`config.mk`:
```
export PLATFORM = sky130hd
export DESIGN_NAME = eu_share_arbiter
export DESIGN_NICKNAME = d
export VERILOG_FILES = /design/src/rtl/eu_share_arbiter.sv
export SDC_FILE = /design/constraint.sdc
export NUM_CORES = 1
export LEC_CHECK = 0
export BUFFER_PORTS_ARGS = -buffer_cell sky130_fd_sc_hd__clkbuf_2
export CORE_MARGIN = 3
export CORE_UTILIZATION = 29
export CTS_CLUSTER_SIZE = 20
export DETAILED_ROUTE_END_ITERATION = 10
export PLACE_DENSITY = 0.63
export SLEW_MARGIN = 0
export SYNTH_ARGS = -nofsm -noshare
export SYNTH_HDL_FRONTEND = slang
export SYNTH_SLANG_ARGS = --single-unit
```
`constraint.sdc`:
```
create_clock -name clk -period 1.4 [get_ports clk]
set_clock_uncertainty 0.2 [all_clocks]
set_input_delay 0.21 -clock clk [delete_from_list [all_inputs] [get_ports clk]]
set_output_delay 0.21 -clock clk [all_outputs]
set_load 0.05 [all_outputs]
```
`src/rtl/eu_share_arbiter.sv`:
```
`default_nettype none
// ============================================================================
//  Module   : eu_share_arbiter
//  Purpose  : Round-robin sharing of one fixed-latency exponential unit among
//             N requesters, with a tag pipeline that routes results back.
//  Revision : 1.0  initial release
// ============================================================================
module eu_share_arbiter #(
    parameter int N      = 2,
    parameter int W      = 32,
    parameter int Q      = 26,
    parameter int EU_LAT = 4
) (
    input  logic             clk,
    input  logic             rst_n,
    input  logic             en,
    input  logic [N-1:0]     req_valid,
    input  logic [N*W-1:0]   req_x,
    output logic [N-1:0]     req_ready,
    output logic             eu_valid_in,
    output logic [W-1:0]     eu_x,
    input  logic [W-1:0]     eu_out,
    output logic [N-1:0]     rsp_valid,
    output logic [W-1:0]     rsp_data,
    output logic             idle
);

    localparam int             c_IDW  = (N > 1) ? $clog2(N) : 1;
    localparam logic [N-1:0]   c_LSB  = N'(1);
    localparam logic [c_IDW-1:0] c_LAST = c_IDW'(N - 1);

    generate
        if (N < 2 || N > 8 || EU_LAT < 1 || Q < 1 || Q >= W) begin : g_param_check
            $error("eu_share_arbiter: unsupported parameter set");
        end
    endgenerate

    logic [c_IDW-1:0] r_rr_ptr;
    logic [EU_LAT:0]  r_tag_v;
    logic [c_IDW-1:0] r_tag_id [EU_LAT+1];
    logic [W-1:0]     r_eu_x;

    logic [N-1:0]     w_upper;
    logic [N-1:0]     w_cand;
    logic [N-1:0]     w_onehot;
    logic [c_IDW-1:0] w_win;
    logic [W-1:0]     w_x;
    logic             w_hs;

    // Lanes at or above rr_ptr take priority; otherwise wrap to the lowest
    // valid lane. Isolating the lowest set bit yields the one-hot winner.
    always_comb begin
        w_upper  = req_valid & ~((c_LSB << r_rr_ptr) - c_LSB);
        w_cand   = (|w_upper) ? w_upper : req_valid;
        w_onehot = w_cand & (~w_cand + c_LSB);
    end

    always_comb begin
        w_win = '0;
        w_x   = '0;
        for (int i = 0; i < N; i++) begin
            if (w_onehot[i]) begin
                w_win = c_IDW'(i);
                w_x   = req_x[i*W +: W];
            end
        end
    end

    assign req_ready = (en && rst_n) ? w_onehot : '0;
    assign w_hs      = |req_ready;

    always_ff @(posedge clk or negedge rst_n) begin
        if (!rst_n) begin
            r_rr_ptr <= '0;
            r_eu_x   <= '0;
            r_tag_v  <= '0;
            for (int i = 0; i <= EU_LAT; i++) begin
                r_tag_id[i] <= '0;
            end
        end else begin
            r_tag_v     <= {r_tag_v[EU_LAT-1:0], w_hs};
            r_tag_id[0] <= w_win;
            for (int i = 1; i <= EU_LAT; i++) begin
                r_tag_id[i] <= r_tag_id[i-1];
            end
            if (w_hs) begin
                r_eu_x   <= w_x;
                r_rr_ptr <= (w_win == c_LAST) ? '0 : w_win + c_IDW'(1);
            end
        end
    end

    // Stage 0 of the tag pipeline doubles as the EU issue strobe.
    assign eu_valid_in = r_tag_v[0];
    assign eu_x        = r_eu_x;

    always_comb begin
        rsp_valid = '0;
        for (int i = 0; i < N; i++) begin
            if (r_tag_v[EU_LAT] && (r_tag_id[EU_LAT] == c_IDW'(i))) begin
                rsp_valid[i] = 1'b1;
            end
        end
    end

    assign rsp_data = eu_out;
    assign idle     = ~|r_tag_v;

endmodule
`default_nettype wire

```
==> flow_summary.toml <==
[critical_path]
path_class = "flop to primary output"
crit_chain = "or4_4 -> nor2_4 -> buf_8"
crit_required_ps = 990
cp_top_family = "simple AND/OR/NAND/NOR gates"
cp-end-kind = "primary output"
cp_slowest_cell = "or4_4"
cp-start-kind = "flop"
path_buf_inv = 1
worst-endpoint-arrival_ps = 1500
cpPeakStageDelay_ps = 550
cp-startpoint = "r_tag_v[0]$_DFF_PN0_"
path_max_fanout = 2
r2r-start = "r_rr_ptr$_DFFE_PN0P_"

[worst_hold_path]
worstHoldStart = "req_valid[0]"
min_path_type = "input pin to flop"

[route]
post-route-drc-count = 0
drt_iter0_markers = 75
ant_nets = 0
drtPass1Iterations = 4
vias = 2197
wl_per_cell_um = 14.7
avgViaCountPerCell = 4.59
drt_wl_total_um = 7030

[synth]
netlist_instances = 232
synth_area_leaders = "dfrtp_1 50%, buf_4 11%, a31oi_1 9.6%"
synth.avg_cell_area_um2 = 9.28
synth_top_cell_by_area = "dfrtp_1"
synth_seq_cells = 43
syn-num-nets = 333
synth_top_area_share = 0.500
synth.yosys.seq_area_share = 0.500
syn_area_mm2 = 0.00215
synthDistinctLibCells = 18
synth_warnings = 0

[placed_design]
io_buffers = 106
place_inst = 397
dp_hpwl_um = 3970
gp_congestion = 0.709

[die]
dieWidth_um = 92.1
dieArea_mm2 = 0.00849
die_h_um = 92.1
ios = 171
num_rows = 30
start_util = 0.308
coreArea_mm2 = 0.00698

[timing]
finalCriticalPeriod_ps = 1910
slew_headroom = 0.567
worstMarginPinSlew_ps = 649
slew_violations = 0
rsz0062_at_grt = "true"
setup_viol = 38
fmax_mhz = 522
final.period_utilization = 1.37
hold_viol = 0
setup_slack_ps = -514

[final_layout]
final_cell_mix = "95 x clkbuf_2, 66 x dlygate4sd3_1, 41 x dfrtp_1"
nets = 483
final_common_cell = "clkbuf_2"
drive_gt1_frac = 0.399
n_antenna_cell = 0
layout.cells.non_filler = 479
area_growth_pct = 66.6

[grt]
grt_pass1_vias = 2248
antenna_found_initial = 0
gr-usage-all-layers = 0.158
grt_first_pass_wirelength_um = 10700
grt_start_max_net_pins = 66
overflow = 0

[cts]
cts_root_buf = "clkbuf_8"
cts_tree = "done"
clkSinkCount = 43
clkLatencyLatePin_ps = 290
cts-buffers-inserted = 5
cts.clk_slew.worst_paths_ps = 80
htreeDepth = 2
cts_buffer_depth = 2

[power]
p_total_w = 0.00422
irDropWorstVdd_v = 0.000617
powerDensity_mw_per_mm2 = 1180
cellLeakagePower_nw = 1.68

[run_status]
violations = "setup timing"
status = "finished with violations"

[run]
drv_cap = 0
metal layers:
| layer | vias up | routed length, um | GRT usage |
|---|---|---|---|
| met4 | 0 | 206 | 0.0656 |
| met3 | 29 | 474 | 0.0427 |
| met5 | - | 0 | 0 |
| met1 | 997 | 2790 | 0.175 |
| met2 | 111 | 3560 | 0.283 |
| li1 | 1060 | - | - |
worst paths after layout:
kind | endpoint | slack, ps | depth (start not counted)
min in group asynchronous | eu_x[3]$_DFFE_PN0P_ | 380 | 3
max reg2reg | eu_x[20]$_DFFE_PN0P_ | -130 | 6
min | r_rr_ptr$_DFFE_PN0P_ | 60 | 3
max | idle | -510 | 3
max in group asynchronous | r_tag_v[0]$_DFF_PN0_ | 140 | 4
min reg2reg | r_tag_id[2]$_DFF_PN0_ | 150 | 0
logic make-up after synthesis:
kind of cell           after synthesis  share of synthesized area
AO/OA/AOI/OAI                       37                      0.124
buffers and inverters               49                      0.170
flip-flops                          43                      0.500
AND/OR/NAND/NOR                    103                      0.206
report_power, final:
group	switching, W	internal, W	total [W]
Clock	0.000441	0.000531	0.000973
Combinational	0.00109	0.000611	0.00170
Sequential	0.000107	0.00144	0.00154
area by class of cell:
cell class                      count  area, um2
Clock buffer                        5       68.8
Clock inverter                      3       43.8
Fill cell                         643       3400
Multi-Input combinational cell    140        769
Sequential cell                    43       1080
Tap cell                           96        120
Timing Repair Buffer              192       1500
per-stage QoR:
stage	worst slack, ps	instance area (um2)	util	TNS, ps	hold WS [ps]
3_5_place_dp	-302	2600	0.372	-3730	20.0
6_report	-514	3580	0.513	-4300	57.4
3_3_place_gp	-284	2600	0.372	-3260	37.6
2_1_floorplan	-264	2190	-	-294	-286
4_1_cts	-540	3450	0.494	-1640	48.0
5_1_grt	-555	3580	0.513	-6700	105
Yosys cell counts:
cell type,instances
or4_1,1
a41oi_1,1
nand3_1,32
dfrtp_1,43
o211a_4,1
a21boi_4,1
buf_1,1
a31oi_1,33
buf_4,32
and2_1,2
and3_1,2
clkbuf_1,2
buf_6,7
nor2_1,33
nand2_1,32
a21bo_4,1
nor2b_1,1
buf_2,7
worst register-to-register path: stages, from the launching register on:
cell	delay [ps]
dfrtp_2	430
buf_6	120
a21boi_4	140
buf_6	170
clkbuf_16	160
nand2_1	50
a31oi_1	170
timing repair:
action / CTS / global route
hold buffers: 66 / 0
setup buffers: 3 / 3
endpoints found under the hold margin: 40 / 0
cloned: 0 / 3
endpoints found under the setup margin: 17 / 43
gates resized for setup: 11 / 25
pin swaps: 3 / 19
flip-flops by register name (all words and copies together) (netlist names):
name,count
r_tag_id,5
eu_x,32
r_rr_ptr,1
r_tag_v,5
No activity file was read; power rests on OpenSTA's default activity.
